==> config.mk <==
export PLATFORM = sky130hd
export DESIGN_NAME = pmem_arbiter
export DESIGN_NICKNAME = d
export VERILOG_FILES = /design/src/rtl/pmem_arb_pkg.sv /design/src/rtl/pmem_arbiter.sv
export SDC_FILE = /design/constraint.sdc
export NUM_CORES = 2
export LEC_CHECK = 0
export ABC_CLOCK_PERIOD_IN_PS = 63400
export BUFFER_PORTS_ARGS = -buffer_cell sky130_fd_sc_hd__buf_2
export CELL_PAD_IN_SITES_DETAIL_PLACEMENT = 0
export CELL_PAD_IN_SITES_GLOBAL_PLACEMENT = 2
export CORE_AREA = 2 2 631 633
export CTS_CLUSTER_DIAMETER = 120
export DETAILED_ROUTE_END_ITERATION = 16
export DIE_AREA = 0 0 633 635
export PLACE_DENSITY = 0.43
export RECOVER_POWER = 50
export SYNTH_ARGS = -nofsm -noshare
export SYNTH_HDL_FRONTEND = slang
export SYNTH_SLANG_ARGS = --single-unit
==> constraint.sdc <==
create_clock -name clk -period 63.4 [get_ports clk]
set_input_delay 0 -clock clk [delete_from_list [all_inputs] [get_ports clk]]
set_output_delay 0 -clock clk [all_outputs]
set_load 0.005 [all_outputs]
==> src/rtl/pmem_arb_pkg.sv <==
`default_nettype none
// ============================================================================
//  Module      : pmem_arb_pkg
//  Description : Shared types and default widths for the physical-memory
//                port arbiter (FSM state encoding, port selector).
//  Revision    : 1.0 - initial release
// ============================================================================
package pmem_arb_pkg;

    localparam int c_LINE_W = 256;
    localparam int c_ADDR_W = 32;

    typedef enum logic [1:0] {
        IDLE = 2'd0,
        BUSY = 2'd1,
        RESP = 2'd2,
        TURN = 2'd3
    } arb_state_t;

    typedef enum logic {
        PORT_I = 1'b0,
        PORT_D = 1'b1
    } port_sel_t;

endpackage
`default_nettype wire

==> src/rtl/pmem_arbiter.sv <==
`default_nettype none
// ============================================================================
//  Module      : pmem_arbiter
//  Description : Round-robin arbiter placing the i-cache and d-cache line
//                requests onto one single-port physical memory. One request
//                is in flight at a time; every output is registered.
//  Revision    : 1.0 - initial release
// ============================================================================
module pmem_arbiter
    import pmem_arb_pkg::*;
#(
    parameter int LINE_W = pmem_arb_pkg::c_LINE_W,
    parameter int ADDR_W = pmem_arb_pkg::c_ADDR_W
) (
    input  logic              clk,
    input  logic              rst,
    // i-cache side
    input  logic              i_read,
    input  logic              i_write,
    input  logic [ADDR_W-1:0] i_address,
    input  logic [LINE_W-1:0] i_wdata,
    output logic              i_resp,
    output logic [LINE_W-1:0] i_rdata,
    // d-cache side
    input  logic              d_read,
    input  logic              d_write,
    input  logic [ADDR_W-1:0] d_address,
    input  logic [LINE_W-1:0] d_wdata,
    output logic              d_resp,
    output logic [LINE_W-1:0] d_rdata,
    // physical memory side
    output logic              mem_read,
    output logic              mem_write,
    output logic [ADDR_W-1:0] mem_address,
    output logic [LINE_W-1:0] mem_wdata,
    input  logic              mem_resp,
    input  logic [LINE_W-1:0] mem_rdata
);

    arb_state_t        r_state;
    port_sel_t         r_last_grant;
    port_sel_t         r_owner;
    logic              r_is_write;
    logic [ADDR_W-1:0] r_addr;
    logic [LINE_W-1:0] r_wdata;
    logic [LINE_W-1:0] r_line;
    logic              r_mem_read;
    logic              r_mem_write;
    logic              r_i_resp;
    logic              r_d_resp;
    logic [LINE_W-1:0] r_i_rdata;
    logic [LINE_W-1:0] r_d_rdata;

    logic              w_i_req;
    logic              w_d_req;
    logic              w_grant_valid;
    port_sel_t         w_grant;
    logic              w_grant_wr;
    logic [ADDR_W-1:0] w_grant_addr;
    logic [LINE_W-1:0] w_grant_wdata;
    logic [LINE_W-1:0] w_resp_line;

    // Pick the requester: a lone requester wins, a tie goes to whoever was not served last.
    always_comb begin
        w_i_req       = i_read | i_write;
        w_d_req       = d_read | d_write;
        w_grant_valid = w_i_req | w_d_req;
        w_grant       = PORT_I;
        if (w_i_req && w_d_req) begin
            w_grant = (r_last_grant == PORT_I) ? PORT_D : PORT_I;
        end else if (w_d_req) begin
            w_grant = PORT_D;
        end
        // A port raising read and write together is handled as a write.
        w_grant_wr    = (w_grant == PORT_I) ? i_write   : d_write;
        w_grant_addr  = (w_grant == PORT_I) ? i_address : d_address;
        w_grant_wdata = (w_grant == PORT_I) ? i_wdata   : d_wdata;
        // Writes hand back whatever line is already latched; reads take the fresh memory line.
        w_resp_line   = r_is_write ? r_line : mem_rdata;
    end

    // Arbitration FSM with latched request and registered downstream/upstream outputs.
    always_ff @(posedge clk or posedge rst) begin
        if (rst) begin
            r_state      <= IDLE;
            r_last_grant <= PORT_D;
            r_owner      <= PORT_I;
            r_is_write   <= 1'b0;
            r_addr       <= '0;
            r_wdata      <= '0;
            r_line       <= '0;
            r_mem_read   <= 1'b0;
            r_mem_write  <= 1'b0;
            r_i_resp     <= 1'b0;
            r_d_resp     <= 1'b0;
            r_i_rdata    <= '0;
            r_d_rdata    <= '0;
        end else begin
            r_i_resp <= 1'b0;
            r_d_resp <= 1'b0;
            case (r_state)
                IDLE: begin
                    if (w_grant_valid) begin
                        r_owner     <= w_grant;
                        r_is_write  <= w_grant_wr;
                        r_addr      <= w_grant_addr;
                        r_wdata     <= w_grant_wdata;
                        r_mem_read  <= ~w_grant_wr;
                        r_mem_write <= w_grant_wr;
                        r_state     <= BUSY;
                    end
                end
                BUSY: begin
                    // Upstream strobes are not looked at here; only memory completion moves on.
                    if (mem_resp) begin
                        r_mem_read  <= 1'b0;
                        r_mem_write <= 1'b0;
                        r_line      <= w_resp_line;
                        if (r_owner == PORT_I) begin
                            r_i_resp  <= 1'b1;
                            r_i_rdata <= w_resp_line;
                        end else begin
                            r_d_resp  <= 1'b1;
                            r_d_rdata <= w_resp_line;
                        end
                        r_state <= RESP;
                    end
                end
                RESP: begin
                    r_last_grant <= r_owner;
                    r_state      <= TURN;
                end
                TURN: begin
                    // Dead cycle lets the finished owner drop its strobe before re-arbitration.
                    r_state <= IDLE;
                end
                default: begin
                    r_state <= IDLE;
                end
            endcase
        end
    end

    assign mem_read    = r_mem_read;
    assign mem_write   = r_mem_write;
    assign mem_address = r_addr;
    assign mem_wdata   = r_wdata;
    assign i_resp      = r_i_resp;
    assign d_resp      = r_d_resp;
    assign i_rdata     = r_i_rdata;
    assign d_rdata     = r_d_rdata;

    // Simultaneous read and write on one port is a caller protocol error.
    a_i_rw_exclusive: assert property (@(posedge clk) disable iff (rst) !(i_read && i_write));
    a_d_rw_exclusive: assert property (@(posedge clk) disable iff (rst) !(d_read && d_write));

endmodule
`default_nettype wire
==> impl_summary.md <==
Outcome
The flow ran to the end, but the final reports show violations. The checks that failed: max-capacitance violations, max-slew violations.

Global route
The number of global-route vias before repair came to 46009. After global routing the overflow that remains totals 0. The initial antenna violation count is 152.

Global routing used 15.1% of the available tracks. The first-pass GRT wire length is 419000 um. Entering global routing, the biggest net connects 167 pins.

Clocking
The level count of the clock H-tree is 4. The count of instances resized after the clock tree is built is 0. At the later pin of the worst-skew pair, clock insertion delay measures 0.85 ns. After clock tree synthesis, the setup repair step added 0 buffers. The CTS tree is built. The total clock sinks is 1065. The clock slew seen by the registers of the worst setup and hold paths is 0.06 ns. The buffer depth of the longest clock path is 4. The total CTS buffers is 155. The root buffer cell is sky130_fd_sc_hd__clkbuf_16.

Pwr
The maximum vdd drop is 0.0281 mV. The final total power is 3.71 mW. Of the total power, the share spent switching nets is 42.0%. For this design the static power due to leakage is 33.2 nW.

The share of power burned in combinational logic is 43.6%. Summed over all nets, the switching power comes to 1.56 mW. The clock network burns 23.8% of the power. Internal power comes to approximately 2.2 mW. Of the total power, registers draw between 30% and 40%. In this run the power density over the cells is 48.8 nW/um2.

Floorplanning
The width of the die is roughly 630 um. The count of standard-cell rows is ~230. The floorplan core area is 395000 um2.

The die height is 635 um. During I/O placement, the number of pins put on the boundary was 1643. Once the floorplan was initialized, standard cells occupied roughly 11% of the core. The floorplan step defined a die boundary enclosing 402000 um2.

Synthesis
The sequential fraction of the synthesis area is 61.3%. The dominant cell by count in the synthesized netlist is sky130_fd_sc_hd__dfrtp_1. Summing every instance area after synthesis gives 43500 um2. Among all flip-flop cells after synthesis, the most frequent one is sky130_fd_sc_hd__dfrtp_1. Summed over its instances, the top area cell type makes up between 60 and 70% of the synthesized netlist area.

During synthesis, Yosys emitted a total of 0 warnings. The synthesized design spends more area on one cell type than any other, namely sky130_fd_sc_hd__dfrtp_1. The fraction of registers with async set/reset is 100%.

The cell count after synthesis came out at just over 4000. The net count after synthesis is 4933. The average instance in the mapped netlist occupies 10.6 um2. Yosys mapped the design onto 29 distinct sky130hd cell types. Yosys attributes the largest share of cell area to sky130_fd_sc_hd__dfrtp_1, sky130_fd_sc_hd__nand2_1, sky130_fd_sc_hd__a21oi_1. The synthesized design contains 1065 register bits. The number of flops mapped to enable cells by yosys is 0. The commonest cells after synthesis are sky130_fd_sc_hd__dfrtp_1, sky130_fd_sc_hd__nand2_1, sky130_fd_sc_hd__a21oi_1, sky130_fd_sc_hd__o21ai_0, sky130_fd_sc_hd__nor2_1.

STA
The final max-slew violation count came to around 1000. The final number of hold-violating endpoints is 0. The worst path uses 18.0% of the clock period. The highest clock rate is 87.8 MHz.

Clock skew on the completed layout was measured at 0.0467 ns. Setup repair after global routing left no endpoint under its margin. At the pin with the least slew margin, the transition time is 5.98 ns. The minimum clock period after layout is 11.38 ns. The relative max-transition margin is -299%. Hold is met by 0.0888 ns. In the final timing run, aggregate negative setup slack is 0 ns. The number of endpoints failing setup at the final stage is 0.

Layout
Summing all multi-input logic gate instances after layout gives 15200 um2. Across the whole layout, storage elements account for 26700 um2. After routing the design area is 76000 um2. The filler cell count is 44547. The layout cell share with drive strength beyond 1 is 20.3%. The post-layout net count is 7952. Compared with the post-synthesis result, the final layout area differs by 74.9%.

The post-route core utilization is 19.2%.

Detailed routing
The total number of vias is 44019. After detailed routing, the total wire length is ~310000 um. In the routed design, unresolved DRC markers number 0.

The via density per instance is approximately 3.5. The first-iteration detailed-routing DRC count is 2236. The number of iterations in the first detailed-routing pass is 8. The routed wire length per instance is about 25 um.

The post-detailed-route count of antenna-violating nets is 0.

Min path
The tightest min-delay check is of the in2reg type.

Placement
The estimated wirelength of the detail-placed design is 249000 um. The total of buffers placed on input and output ports is approximately 1600. The congestion estimate from routability-driven global placement came to 0.880.

Summing all placed instances gives a cell area of 57200 um2.

Setup path
Of all nets on the critical path, the largest fanout is ~130. STA classifies the critical path startpoint as a flop. The required time of the critical path is 64.06 ns. The register-to-register setup slack is 52.02 ns.

The critical path data arrival time is 12.05 ns. The worst setup path is captured at a flop. The worst setup path is of the reg2reg kind.

Job
Max-cap violations in this run came to 21.
==> layer usage <==
| metal | vias to the layer above | GRT usage [%] | wire length, um |
|---|---|---|---|
| li1 | 19987 | - | - |
| met1 | 22059 | 18.3 | 130000 |
| met2 | 1461 | 25.4 | 148000 |
| met3 | 474 | 4.93 | 26100 |
| met4 | 38 | 4.45 | 10700 |
| met5 | - | 0 | 227 |
==> final cells by class <==
type,count,share of cell area (%)
Clock buffer,221,5.91
Antenna cell,50,0.165
Sequential cell,1065,35.1
Tap cell,5242,8.63
Inverter,8,0.0412
Multi-Input combinational cell,2719,20.0
Timing Repair Buffer,3161,29.5
Clock inverter,52,0.710
==> path summary, 6_finish.rpt <==
check	startpoint	to	cells after the start
worst min register to register	d_rdata[81]$_DFFE_PP0P_	d_rdata[81]$_DFFE_PP0P_	2
worst max register to register	r_state[0]$_DFFE_PP0P_	d_rdata[76]$_DFFE_PP0P_	8
worst max-delay path	r_state[0]$_DFFE_PP0P_	d_rdata[76]$_DFFE_PP0P_	8
worst min-delay path	d_wdata[220]	mem_wdata[220]$_DFFE_PP0P_	4
min in group asynchronous	rst	mem_wdata[41]$_DFFE_PP0P_	4
max in group asynchronous	rst	r_line[58]$_DFFE_PP0P_	8
==> power by group through the flow <==
stage                     clock network (mW)  logic [mW]  registers [mW]
after detailed placement                   0        1.44            1.21
after floorplan                            0       0.615            1.18
after global placement                     0        1.43            1.21
final                                  0.882        1.62            1.21
after global routing                   0.945        1.76            1.25
after CTS                              0.919        1.70            1.21
==> critical path, stage by stage (launching register included) <==
cell	delay (ns)
sky130_fd_sc_hd__dfrtp_1	0.40
sky130_fd_sc_hd__ha_1	0.28
sky130_fd_sc_hd__nand3_1	1.28
sky130_fd_sc_hd__clkbuf_1	1.68
sky130_fd_sc_hd__clkbuf_1	4.15
sky130_fd_sc_hd__buf_4	1.14
sky130_fd_sc_hd__buf_4	0.84
sky130_fd_sc_hd__buf_4	0.76
sky130_fd_sc_hd__o21ai_0	0.20
==> cell families after synthesis <==
| kind of cell | after synthesis | share of synthesized area [%] |
|---|---|---|
| simple gates | 1104 | 9.63 |
| compound gates | 1098 | 12.7 |
| flops | 1065 | 61.3 |
| mux | 514 | 12.6 |
| buf+inv | 307 | 3.69 |
| fa+ha+maj | 3 | 0.0864 |
==> per-stage QoR <==
step                setup WS (ns)  cells
global route                50.86  12497
finish                      52.02  12518
global placement            57.96  10733
detailed placement          57.98  10733
floorplan                   33.42   4091
CTS                         57.98  12468
==> timing repair <==
item                                   in CTS  in global routing
setup endpoints to repair                   0                  0
endpoints found under the hold margin    1140                  0
hold buffers                             1462                  0
==> state kept, by name, indices dropped and copies added, names as in the netlist, 2 cells and up <==
signal,count
mem_address,32
r_line,256
mem_wdata,256
i_rdata,256
d_rdata,256
r_state,2
==> layout by cell type, fill, tap and decap left out, types with 2 or more instances in the layout <==
cell type,instances
sky130_fd_sc_hd__buf_12,4
sky130_fd_sc_hd__mux2_2,237
sky130_fd_sc_hd__buf_2,939
sky130_fd_sc_hd__or2_0,2
sky130_fd_sc_hd__o21ai_1,101
sky130_fd_sc_hd__clkbuf_16,157
sky130_fd_sc_hd__mux2i_1,256
sky130_fd_sc_hd__dfrtp_1,1064
sky130_fd_sc_hd__clkinv_8,3
sky130_fd_sc_hd__ha_1,3
sky130_fd_sc_hd__diode_2,50
sky130_fd_sc_hd__inv_6,9
sky130_fd_sc_hd__nor2_1,290
sky130_fd_sc_hd__clkinv_2,28
sky130_fd_sc_hd__a21oi_1,578
sky130_fd_sc_hd__mux2_1,21
sky130_fd_sc_hd__bufinv_16,7
sky130_fd_sc_hd__clkbuf_1,750
sky130_fd_sc_hd__clkinvlp_4,3
sky130_fd_sc_hd__buf_4,38
sky130_fd_sc_hd__o21ai_0,414
sky130_fd_sc_hd__clkbuf_8,32
sky130_fd_sc_hd__nand2b_1,2
sky130_fd_sc_hd__dlygate4sd3_1,1462
sky130_fd_sc_hd__nand2_1,803
sky130_fd_sc_hd__inv_1,7
Note: power is estimated with default switching activity, not from simulation.
